`src/rtl/cv32e40p_ft_error_monitor.sv`:
```
// cv32e40p_ft_error_monitor
// Collects the error_detected lines of the fault-tolerant voters. For each
// source it keeps a sticky flag and a saturating error counter, plus one
// global count of cycles in which any source was in error. A small report
// FSM (IDLE / REPORT / HOLDOFF) raises irq_o for one event at a time. An event
// that arrives while a report is open or in holdoff is remembered as pending
// and reported after the holdoff cycle.
// Optional feature: define CV32E40P_FT_PERSIST_EN to enable permanent-fault
// detection. A source is flagged when its error line stays high for
// PERSIST_CYCLES consecutive cycles. Without the macro, perm_fault_o is
// tied to zero.
module cv32e40p_ft_error_monitor #(
    parameter int NSRC           = 4,
    parameter int CNT_W          = 8,
    parameter int PERSIST_CYCLES = 4
) (
    input  logic                    clk,
    input  logic                    rst_n,
    input  logic [NSRC-1:0]         err_i,
    input  logic                    clear_i,
    input  logic [$clog2(NSRC)-1:0] rd_sel_i,
    output logic [CNT_W-1:0]        rd_cnt_o,
    output logic [NSRC-1:0]         sticky_o,
    output logic [15:0]             total_cnt_o,
    output logic [$clog2(NSRC)-1:0] first_src_o,
    output logic                    irq_o,
    input  logic                    irq_ack_i,
    output logic [NSRC-1:0]         perm_fault_o
);

    localparam int               SEL_W   = $clog2(NSRC);
    localparam logic [CNT_W-1:0] CNT_MAX = {CNT_W{1'b1}};
    localparam logic [15:0]      TOT_MAX = 16'hFFFF;

    typedef enum logic [1:0] {
        ST_IDLE    = 2'd0,
        ST_REPORT  = 2'd1,
        ST_HOLDOFF = 2'd2
    } state_t;

    // Return the lowest index whose bit is set. An all-zero input returns 0.
    function automatic logic [SEL_W-1:0] lowest_idx(input logic [NSRC-1:0] v);
        logic [SEL_W-1:0] idx;
        idx = '0;
        for (int i = NSRC - 1; i >= 0; i--) begin
            if (v[i]) begin
                idx = SEL_W'(i);
            end else begin
                idx = idx;
            end
        end
        return idx;
    endfunction

    logic [NSRC-1:0]  r_sticky;
    logic [CNT_W-1:0] r_cnt [NSRC];
    logic [15:0]      r_total;
    state_t           r_state;
    logic             r_irq;
    logic [SEL_W-1:0] r_first;
    logic             r_pend;
    logic [SEL_W-1:0] r_pend_src;
    logic             w_any_err;
    logic [SEL_W-1:0] w_low;
    logic [CNT_W-1:0] w_rd_cnt;

    assign w_any_err = |err_i;
    assign w_low     = lowest_idx(err_i);

    // Update the sticky flags, the per-source saturating counters and the global error-cycle counter.
    always_ff @(posedge clk or negedge rst_n) begin
        if (!rst_n) begin
            r_sticky <= '0;
            r_cnt    <= '{default: '0};
            r_total  <= '0;
        end else if (clear_i) begin
            // A clear takes priority over errors seen in the same cycle, so those errors are dropped.
            r_sticky <= '0;
            r_cnt    <= '{default: '0};
            r_total  <= '0;
        end else begin
            r_sticky <= r_sticky | err_i;
            for (int k = 0; k < NSRC; k++) begin
                if (err_i[k] && (r_cnt[k] != CNT_MAX)) begin
                    r_cnt[k] <= r_cnt[k] + CNT_W'(1);
                end else begin
                    r_cnt[k] <= r_cnt[k];
                end
            end
            // The global count advances by one per erroneous cycle, however many sources are in error.
            if (w_any_err && (r_total != TOT_MAX)) begin
                r_total <= r_total + 16'd1;
            end else begin
                r_total <= r_total;
            end
        end
    end

    // Report FSM. irq_o is registered and is high exactly while the FSM is in REPORT.
    always_ff @(posedge clk or negedge rst_n) begin
        if (!rst_n) begin
            r_state    <= ST_IDLE;
            r_irq      <= 1'b0;
            r_first    <= '0;
            r_pend     <= 1'b0;
            r_pend_src <= '0;
        end else if (clear_i) begin
            // first_src_o keeps its last value across a clear.
            r_state <= ST_IDLE;
            r_irq   <= 1'b0;
            r_pend  <= 1'b0;
        end else begin
            case (r_state)
                ST_IDLE: begin
                    if (w_any_err) begin
                        r_state <= ST_REPORT;
                        r_irq   <= 1'b1;
                        r_first <= w_low;
                    end else begin
                        r_state <= ST_IDLE;
                        r_irq   <= 1'b0;
                    end
                end
                ST_REPORT: begin
                    // Only the first event of a burst is remembered; later errors do not overwrite it.
                    if (w_any_err && !r_pend) begin
                        r_pend     <= 1'b1;
                        r_pend_src <= w_low;
                    end else begin
                        r_pend     <= r_pend;
                    end
                    if (irq_ack_i) begin
                        r_state <= ST_HOLDOFF;
                        r_irq   <= 1'b0;
                    end else begin
                        r_state <= ST_REPORT;
                        r_irq   <= 1'b1;
                    end
                end
                ST_HOLDOFF: begin
                    // An error arriving in the holdoff cycle itself also counts as pending.
                    if (r_pend || w_any_err) begin
                        r_state <= ST_REPORT;
                        r_irq   <= 1'b1;
                        r_first <= r_pend ? r_pend_src : w_low;
                        r_pend  <= 1'b0;
                    end else begin
                        r_state <= ST_IDLE;
                        r_irq   <= 1'b0;
                    end
                end
                default: begin
                    r_state <= ST_IDLE;
                    r_irq   <= 1'b0;
                    r_pend  <= 1'b0;
                end
            endcase
        end
    end

`ifdef CV32E40P_FT_PERSIST_EN
    localparam int               RUN_W    = 8;
    localparam logic [RUN_W-1:0] RUN_LAST = RUN_W'(PERSIST_CYCLES - 1);

    logic [RUN_W-1:0] r_run [NSRC];
    logic [NSRC-1:0]  r_perm;

    // Track consecutive error cycles per source and flag permanent faults once the threshold is reached.
    always_ff @(posedge clk or negedge rst_n) begin
        if (!rst_n) begin
            r_run  <= '{default: '0};
            r_perm <= '0;
        end else if (clear_i) begin
            r_run  <= '{default: '0};
            r_perm <= '0;
        end else begin
            for (int k = 0; k < NSRC; k++) begin
                if (!err_i[k]) begin
                    r_run[k] <= '0;
                end else if (r_run[k] == RUN_LAST) begin
                    // This is the PERSIST_CYCLES-th consecutive error cycle. The run
                    // counter stays here, so the count cannot wrap.
                    r_perm[k] <= 1'b1;
                end else begin
                    r_run[k] <= r_run[k] + RUN_W'(1);
                end
            end
        end
    end

    assign perm_fault_o = r_perm;
`else
    assign perm_fault_o = '0;
`endif

    // Readout mux over the registered counters. An out-of-range index reads as zero.
    always_comb begin
        w_rd_cnt = '0;
        if (int'(rd_sel_i) < NSRC) begin
            w_rd_cnt = r_cnt[rd_sel_i];
        end else begin
            w_rd_cnt = '0;
        end
    end

    assign rd_cnt_o    = w_rd_cnt;
    assign sticky_o    = r_sticky;
    assign total_cnt_o = r_total;
    assign first_src_o = r_first;
    assign irq_o       = r_irq;

endmodule

```
`config.mk`:
```
export PLATFORM = sky130hd
export DESIGN_NAME = cv32e40p_ft_error_monitor
export DESIGN_NICKNAME = d
export VERILOG_FILES = /design/src/rtl/cv32e40p_ft_error_monitor.sv
export SDC_FILE = /design/constraint.sdc
export NUM_CORES = 1
export LEC_CHECK = 0
export CORE_AREA = 2 2 108 58
export CTS_BUF_LIST = sky130_fd_sc_hd__clkbuf_4
export CTS_CLUSTER_SIZE = 25
export DETAILED_ROUTE_END_ITERATION = 16
export DIE_AREA = 0 0 110 60
export PLACE_DENSITY = 0.89
export RECOVER_POWER = 25
export SLEW_MARGIN = 20
export SYNTH_ARGS = -nofsm -noshare
export SYNTH_HDL_FRONTEND = slang
export SYNTH_SLANG_ARGS = --single-unit
```
`constraint.sdc`:
```
create_clock -name clk -period 2.6 [get_ports clk]
set_input_delay 0.26 -clock clk [delete_from_list [all_inputs] [get_ports clk]]
set_output_delay 0.26 -clock clk [all_outputs]
set_load 0.1 [all_outputs]
```
==> results.json, run 1 <==
{
  "outcome": "finished clean",
  "setup_violations": 0,
  "drc_errors": 0,
  "cts.sinks": 59,
  "clkSlewWorstSetupHoldPaths_ns": 0.10,
  "dpl.hpwl_um": 5970,
  "yosys_warnings": 0,
  "syn_avg_cell_area_um2": 10.1,
  "fin_crit_sh_pct": 82.2,
  "wirelength_um": 8360,
  "switchingPower_uw": 651,
  "portBuffers": 40,
  "critical_path.startpoint_type": "input port",
  "fin_tns_setup_ns": 0,
  "htree_levels": 3,
  "post-cts-setup-buffers": 0,
  "cts_root_buffer": "clkbuf_4",
  "vias": 2890,
  "slew_viol_final": 0,
  "antenna_found_initial": 0,
  "cts_buffers": 9,
  "critPathArrivalTime_ns": 1.88,
  "rows": 20,
  "ys.flop_type": "dfrtp_1",
  "r2r-start": "r_cnt[24]$_DFFE_PN0P_",
  "gp_congestion": 0.885,
  "stdcell_count": 457,
  "synth_cell_types": 52,
  "power_mw": 2.20,
  "holdCritPathClass": "in2reg",
  "cts_hold_buf": 1,
  "first_pass_iters": 5,
  "cts_tree": "done",
  "p_clk_share_pct": 37.9,
  "place_inst": 440,
  "diodes": 0,
  "endpoint_kind": "primary output",
  "internal_power_mw": 1.55,
  "whs_ns": 0.254,
  "p_seq_share_pct": 45.1,
  "grt_overflow": 0,
  "p_comb_share_pct": 17.0,
  "core-area_um2": 5730,
  "irDropWorstVdd_v": 0.000324,
  "drive_gt1_share_pct": 20.0,
  "die_y_um": 60,
  "fmax_mhz": 468,
  "grt_max_degree": 43,
  "final_nets": 390,
  "grt_setup_unrepaired": "no",
  "dieArea_um2": 6600,
  "p_leak_nw": 1.73,
  "grtUsageTotal_pct": 27.9,
  "crit_type": "in2out",
  "max_cap_violations": 0,
  "finalHoldViolations": 0,
  "antenna_left": 0,
  "reg2reg_to": "r_cnt[27]$_DFFE_PN0P_",
  "path_max_fanout": 8,
  "fin_crit_ns": 2.14,
  "max_slew_margin_pct": 9.49,
  "clkLatencyLatePin_ns": 0.40,
  "io_pins": 45,
  "hold_path_end": "r_cnt[0]$_DFFE_PN0P_",
  "cp.required_ns": 2.34,
  "grt_pass1_wl_um": 13600,
  "r2r_slack_ns": 0.57,
  "synthTopCellsByArea": "dfrtp_1 (44%), mux4_2 (5.4%), nor2_1 (4.8%)",
  "ys_ff_latch": 59,
  "grt_pass1_vias": 2647,
  "syn_inst": 330,
  "initial_utilization_pct": 58.1,
  "synth_edf_count": 0,
  "synth_area_leader_cell": "dfrtp_1",
  "dieWidth_um": 110,
  "cts_resized": 0,
  "ys_async_sr_fraction_pct": 100,
  "via_per_inst": 6.32,
  "fin_worst_skew_ns": 0.0130,
  "area_growth_pct": 19.7,
  "worst_slew_pin_slew_ns": 1.36,
  "power_density_nw_per_um2": 552,
  "reg2reg_depth": 5,
  "seq_area_frac_synth_pct": 44.4,
  "drt-initial-drc-count": 258,
  "synth_top_cell_area_share_pct": 44.4,
  "post-route-util_pct": 69.5,
  "clockBufferDepth": 2,
  "hold_depth": 2,
  "wl_per_cell_um": 18.3,
  "hold_start": "clear_i",
  "synth_area_um2": 3330,
  "p_sw_share_pct": 29.6
}
how the worst max path moves through the flow:
stage / depth (start not counted) / endpoint / slack [ns] / start
after floorplan: 4 / total_cnt_o[0]$_DFFE_PN0P_ / 0.20 / total_cnt_o[12]$_DFFE_PN0P_
after global placement: 5 / first_src_o[1]$_DFFE_PN0P_ / 0.46 / err_i[2]
after detailed placement: 5 / total_cnt_o[13]$_DFFE_PN0P_ / 0.40 / err_i[3]
after CTS: 3 / rd_cnt_o[4] / 0.44 / rd_sel_i[0]
after global routing: 5 / r_cnt[27]$_DFFE_PN0P_ / 0.32 / r_cnt[24]$_DFFE_PN0P_
final: 3 / rd_cnt_o[4] / 0.46 / rd_sel_i[0]
Yosys cell counts, types with 3 or more instances:
| cell | n |
|---|---|
| a21oi_1 | 19 |
| and3_1 | 9 |
| and4_1 | 6 |
| buf_4 | 4 |
| clkbuf_1 | 7 |
| dfrtp_1 | 59 |
| ha_1 | 5 |
| inv_1 | 5 |
| mux2_2 | 7 |
| mux2i_1 | 9 |
| mux4_2 | 8 |
| nand2_1 | 18 |
| nand2b_1 | 3 |
| nand3_1 | 18 |
| nand4_1 | 7 |
| nor2_1 | 43 |
| nor2b_1 | 3 |
| nor3_1 | 7 |
| o211ai_1 | 7 |
| o21ai_0 | 15 |
| o31ai_1 | 7 |
| or3_1 | 9 |
| or4_1 | 5 |
| xor2_1 | 14 |
power by group through the flow:
stage                     combinational, mW  clock, mW  sequential [mW]
after floorplan                       0.167          0             1.10
after global placement                0.366          0             1.01
after detailed placement              0.375          0             1.01
after CTS                             0.377      0.847            0.992
after global routing                  0.396      0.884            0.999
final                                 0.373      0.834            0.993
area by class of cell:
type,instances,area (um^2)
inverter,5,18.8
tap,77,96.3
clock buffer,10,75.1
clock inverter,6,104
multi-input combinational,253,1750
fill,407,1750
sequential,59,1480
timing repair buffer,47,460
registers in the layout, summed over array words and instances, names as in the netlist:
signal,flops
first_src_o,2
r_cnt,32
r_pend,1
r_pend_src,2
r_state,2
sticky_o,4
total_cnt_o,16
layout by cell type (no fill, tap or decap), types with 6 or more instances in the layout:
| cell | netlist | final |
|---|---|---|
| or3_1 | 9 | 9 |
| and4_1 | 6 | 6 |
| clkdlybuf4s50_1 | 0 | 6 |
| dfrtp_1 | 59 | 59 |
| buf_4 | 4 | 27 |
| o21ai_0 | 15 | 15 |
| xor2_1 | 14 | 14 |
| o211ai_1 | 7 | 7 |
| mux4_2 | 8 | 8 |
| nor3_1 | 7 | 7 |
| nand4_1 | 7 | 7 |
| o31ai_1 | 7 | 7 |
| nor2_1 | 43 | 43 |
| a21oi_1 | 19 | 19 |
| clkbuf_4 | 0 | 10 |
| and3_1 | 9 | 9 |
| mux2_2 | 7 | 7 |
| nand3_1 | 18 | 18 |
| nand2_1 | 18 | 18 |
| mux2i_1 | 9 | 9 |
| buf_12 | 0 | 8 |
stage by stage:
stage	area, um^2	worst slack, ns
4_1_cts	3990	0.444
3_5_place_dp	3800	0.404
2_1_floorplan	3340	0.199
5_1_grt	3980	0.322
3_3_place_gp	3800	0.460
6_report	3980	0.462
cells by family (layout without fill, tap and decap cells):
logic type	Yosys count	count (layout)	synth area share, %
compound gates	59	59	10.9
xor+xnor	16	16	4.21
fa+ha+maj	5	5	1.88
buf+inv	21	68	3.31
flops	59	59	44.4
mux	26	26	11.2
other cells	1	4	0.113
simple gates	143	143	24.0
critical path: stages:
cell and delay [ns]:
clkdlybuf4s50_1 0.79, mux4_2 0.63, buf_12 0.19
per-layer routing:
layer	wire length [um]	GRT usage, %	part of all wire (%)	vias up
met4	98	9.76	1.2	0
li1	-	-	-	1313
met1	3670	40.4	44	1395
met5	0	0	0	-
met2	3700	39.5	44	168
met3	891	9.27	11	14
No activity file was read; power rests on OpenSTA's default activity.
==> inputs of run 2 (changes only) <==
Settings changed: CORE_AREA 2 2 108 58 to 2 2 118 63, DIE_AREA 0 0 110 60 to 0 0 120 65, PLACE_DENSITY 0.89 to 0.8.
Clock period 2.6 ns to 1.7 ns, I/O delays scaled along.
==> run 2 against run 1 <==
Against the previous run: the flow now finishes with violations (negative setup slack); count of clock-buffer cells in the layout rose by 2; critical path depth unchanged; wire length increased by 38%; power is 43% higher; cell area increased by 27%; sequential power up 54%; sequential share of layout area decreased by 6.3 points; combinational power grew 94%; global-route usage shrank 0.31 points; clock skew rose by 0.0087 ns; worst hold slack got worse by 0.16 ns; core utilization rose by 3.4 points; largest cell class unchanged; highest routed layer unchanged.
==> results.json, run 2 (synthesized netlist as in run 1, its figures left out) <==
{
  "grt_max_degree": 43,
  "grt_setup_unrepaired": "yes",
  "r2r_slack_ns": -0.06,
  "place_inst": 503,
  "drc_errors": 0,
  "max_slew_margin_pct": 30.9,
  "p_comb_share_pct": 23.1,
  "die_y_um": 65,
  "cts_tree": "done",
  "dr.max_layer_used": "met4",
  "irDropWorstVdd_v": 0.000494,
  "finalHoldViolations": 0,
  "critical_path.startpoint_type": "flop",
  "dieArea_um2": 7800,
  "vias": 3445,
  "grt_pass1_wl_um": 16000,
  "cts_root_buffer": "clkbuf_4",
  "wl_met1_um": 4720,
  "antenna_left": 0,
  "diodes": 0,
  "clkSlewWorstSetupHoldPaths_ns": 0.11,
  "switchingPower_mw": 1.08,
  "grtUsageTotal_pct": 27.6,
  "critical_path.startpoint": "r_cnt[24]$_DFFE_PN0P_",
  "p_leak_nw": 2.21,
  "post-route-util_pct": 73.0,
  "violations": "negative setup slack",
  "r2r-start": "total_cnt_o[15]$_DFFE_PN0P_",
  "initial_utilization_pct": 48.2,
  "io_pins": 45,
  "portBuffers": 40,
  "wirelength_um": 11500,
  "cts_buffers": 9,
  "grt_pass1_vias": 3019,
  "layout_common_cells": "buf_4 (89), nor2_1 (43), dfrtp_1 (31), buf_12 (27), nand2_1 (18)",
  "wl_met2_um": 5190,
  "path_max_fanout": 2,
  "reg2reg_to": "total_cnt_o[15]$_DFFE_PN0P_",
  "holdCritPathClass": "in2async",
  "core-area_um2": 6910,
  "drt-initial-drc-count": 445,
  "slew_viol_final": 0,
  "crit_type": "reg2out",
  "via_per_inst": 6.15,
  "dr_wl_met3_um": 1300,
  "drive_gt1_share_pct": 44.6,
  "pre_cts_slack_ns": -0.294,
  "nFillCells": 433,
  "htree_levels": 3,
  "p_sw_share_pct": 34.4,
  "layout_setup_ws_ns": -0.101,
  "fmax_mhz": 555,
  "final_nets": 474,
  "worst_slew_pin_slew_ns": 1.04,
  "max_cap_violations": 0,
  "p_clk_share_pct": 28.1,
  "dpl.hpwl_um": 7050,
  "wl_per_cell_um": 20.5,
  "gp_congestion": 0.904,
  "clockBufferDepth": 2,
  "fin_crit_sh_pct": 106,
  "antenna_found_initial": 0,
  "critPathArrivalTime_ns": 1.63,
  "whs_ns": 0.0959,
  "cp.required_ns": 1.53,
  "rows": 22,
  "dieWidth_um": 120,
  "outcome": "finished, violations left",
  "endpoint_kind": "primary output",
  "fin_crit_ns": 1.80,
  "p_seq_share_pct": 48.8,
  "layout_commonest_cell": "buf_4",
  "power_density_nw_per_um2": 622,
  "internal_power_mw": 2.06,
  "setup_violations": 14,
  "crit_end": "rd_cnt_o[0]",
  "first_pass_iters": 5,
  "reg2reg_depth": 5,
  "grt_overflow": 0,
  "fin_worst_skew_ns": 0.0216,
  "largest_register": "r_cnt",
  "largest_reg_flops": 32,
  "clkLatencyLatePin_ns": 0.44,
  "stdcell_count": 560,
  "area_growth_pct": 51.5,
  "cts.sinks": 59
}
run 2: cell count changes in the layout (fill, tap and decap cells not counted), moves of 4 or more:
cell and delta:
buf_12 +19, dfrtp_4 +15, buf_6 +4, dfrtp_1 -28, a21oi_2 +4, buf_4 +62, a21oi_1 -4, dfrtp_2 +13
run 2: final cells by class:
class	count	area (um^2)	area share, %
Clock buffer	12	90.1	1.79
Inverter	5	18.8	0.372
Clock inverter	4	17.5	0.347
Timing Repair Buffer	131	1350	26.7
Sequential cell	59	1550	30.7
Tap cell	96	120	2.38
Multi-Input combinational cell	253	1900	37.7
run 2: worst max-delay path: stages, from the launching register on:
cell and delay [ns]:
dfrtp_1 0.40, buf_6 0.12, mux4_2 0.48, buf_12 0.19
run 2: power groups by stage:
stage	combinational [mW]	sequential (mW)	clock, mW
after floorplan	0.258	1.70	0
after global placement	0.656	1.54	0
after detailed placement	0.675	1.55	0
after CTS	0.692	1.52	0.886
after global routing	0.757	1.54	0.963
final	0.723	1.53	0.882
run 2: metrics by stage:
step,instance area [um^2],setup TNS [ns],total power [mW]
2_1_floorplan,3420,-0.486,1.96
3_3_place_gp,4480,-3.32,2.20
3_5_place_dp,4480,-4.39,2.22
4_1_cts,4760,-0.616,3.10
5_1_grt,5040,-1.49,3.26
6_report,5040,-0.781,3.14
run 2: worst min path at each step:
stage,from,end,slack [ns],depth (start not counted)
2_1_floorplan,rst_n,first_src_o[0]$_DFFE_PN0P_,-0.13,0
3_3_place_gp,rst_n,total_cnt_o[2]$_DFFE_PN0P_,0.004,1
3_5_place_dp,rst_n,total_cnt_o[4]$_DFFE_PN0P_,0.002,1
4_1_cts,rst_n,total_cnt_o[2]$_DFFE_PN0P_,0.06,2
5_1_grt,rst_n,total_cnt_o[2]$_DFFE_PN0P_,0.11,2
6_report,rst_n,total_cnt_o[4]$_DFFE_PN0P_,0.1,2
run 2: metal layers:
metal / track usage (%) / vias to the layer above
met2: 39.7 / 250
met1: 38.5 / 1681
met3: 9.95 / 40
met4: 9.56 / 0
met5: 0 / -
li1: - / 1474
run 2: what timing repair did:
action | CTS | global route
hold buffers | 1 | 0
gates resized for setup | 11 | 33
buffers inserted | 23 | 21
setup endpoints to repair | 13 | 33
endpoints found under the hold margin | 59 | 0
pin swaps | 3 | 10
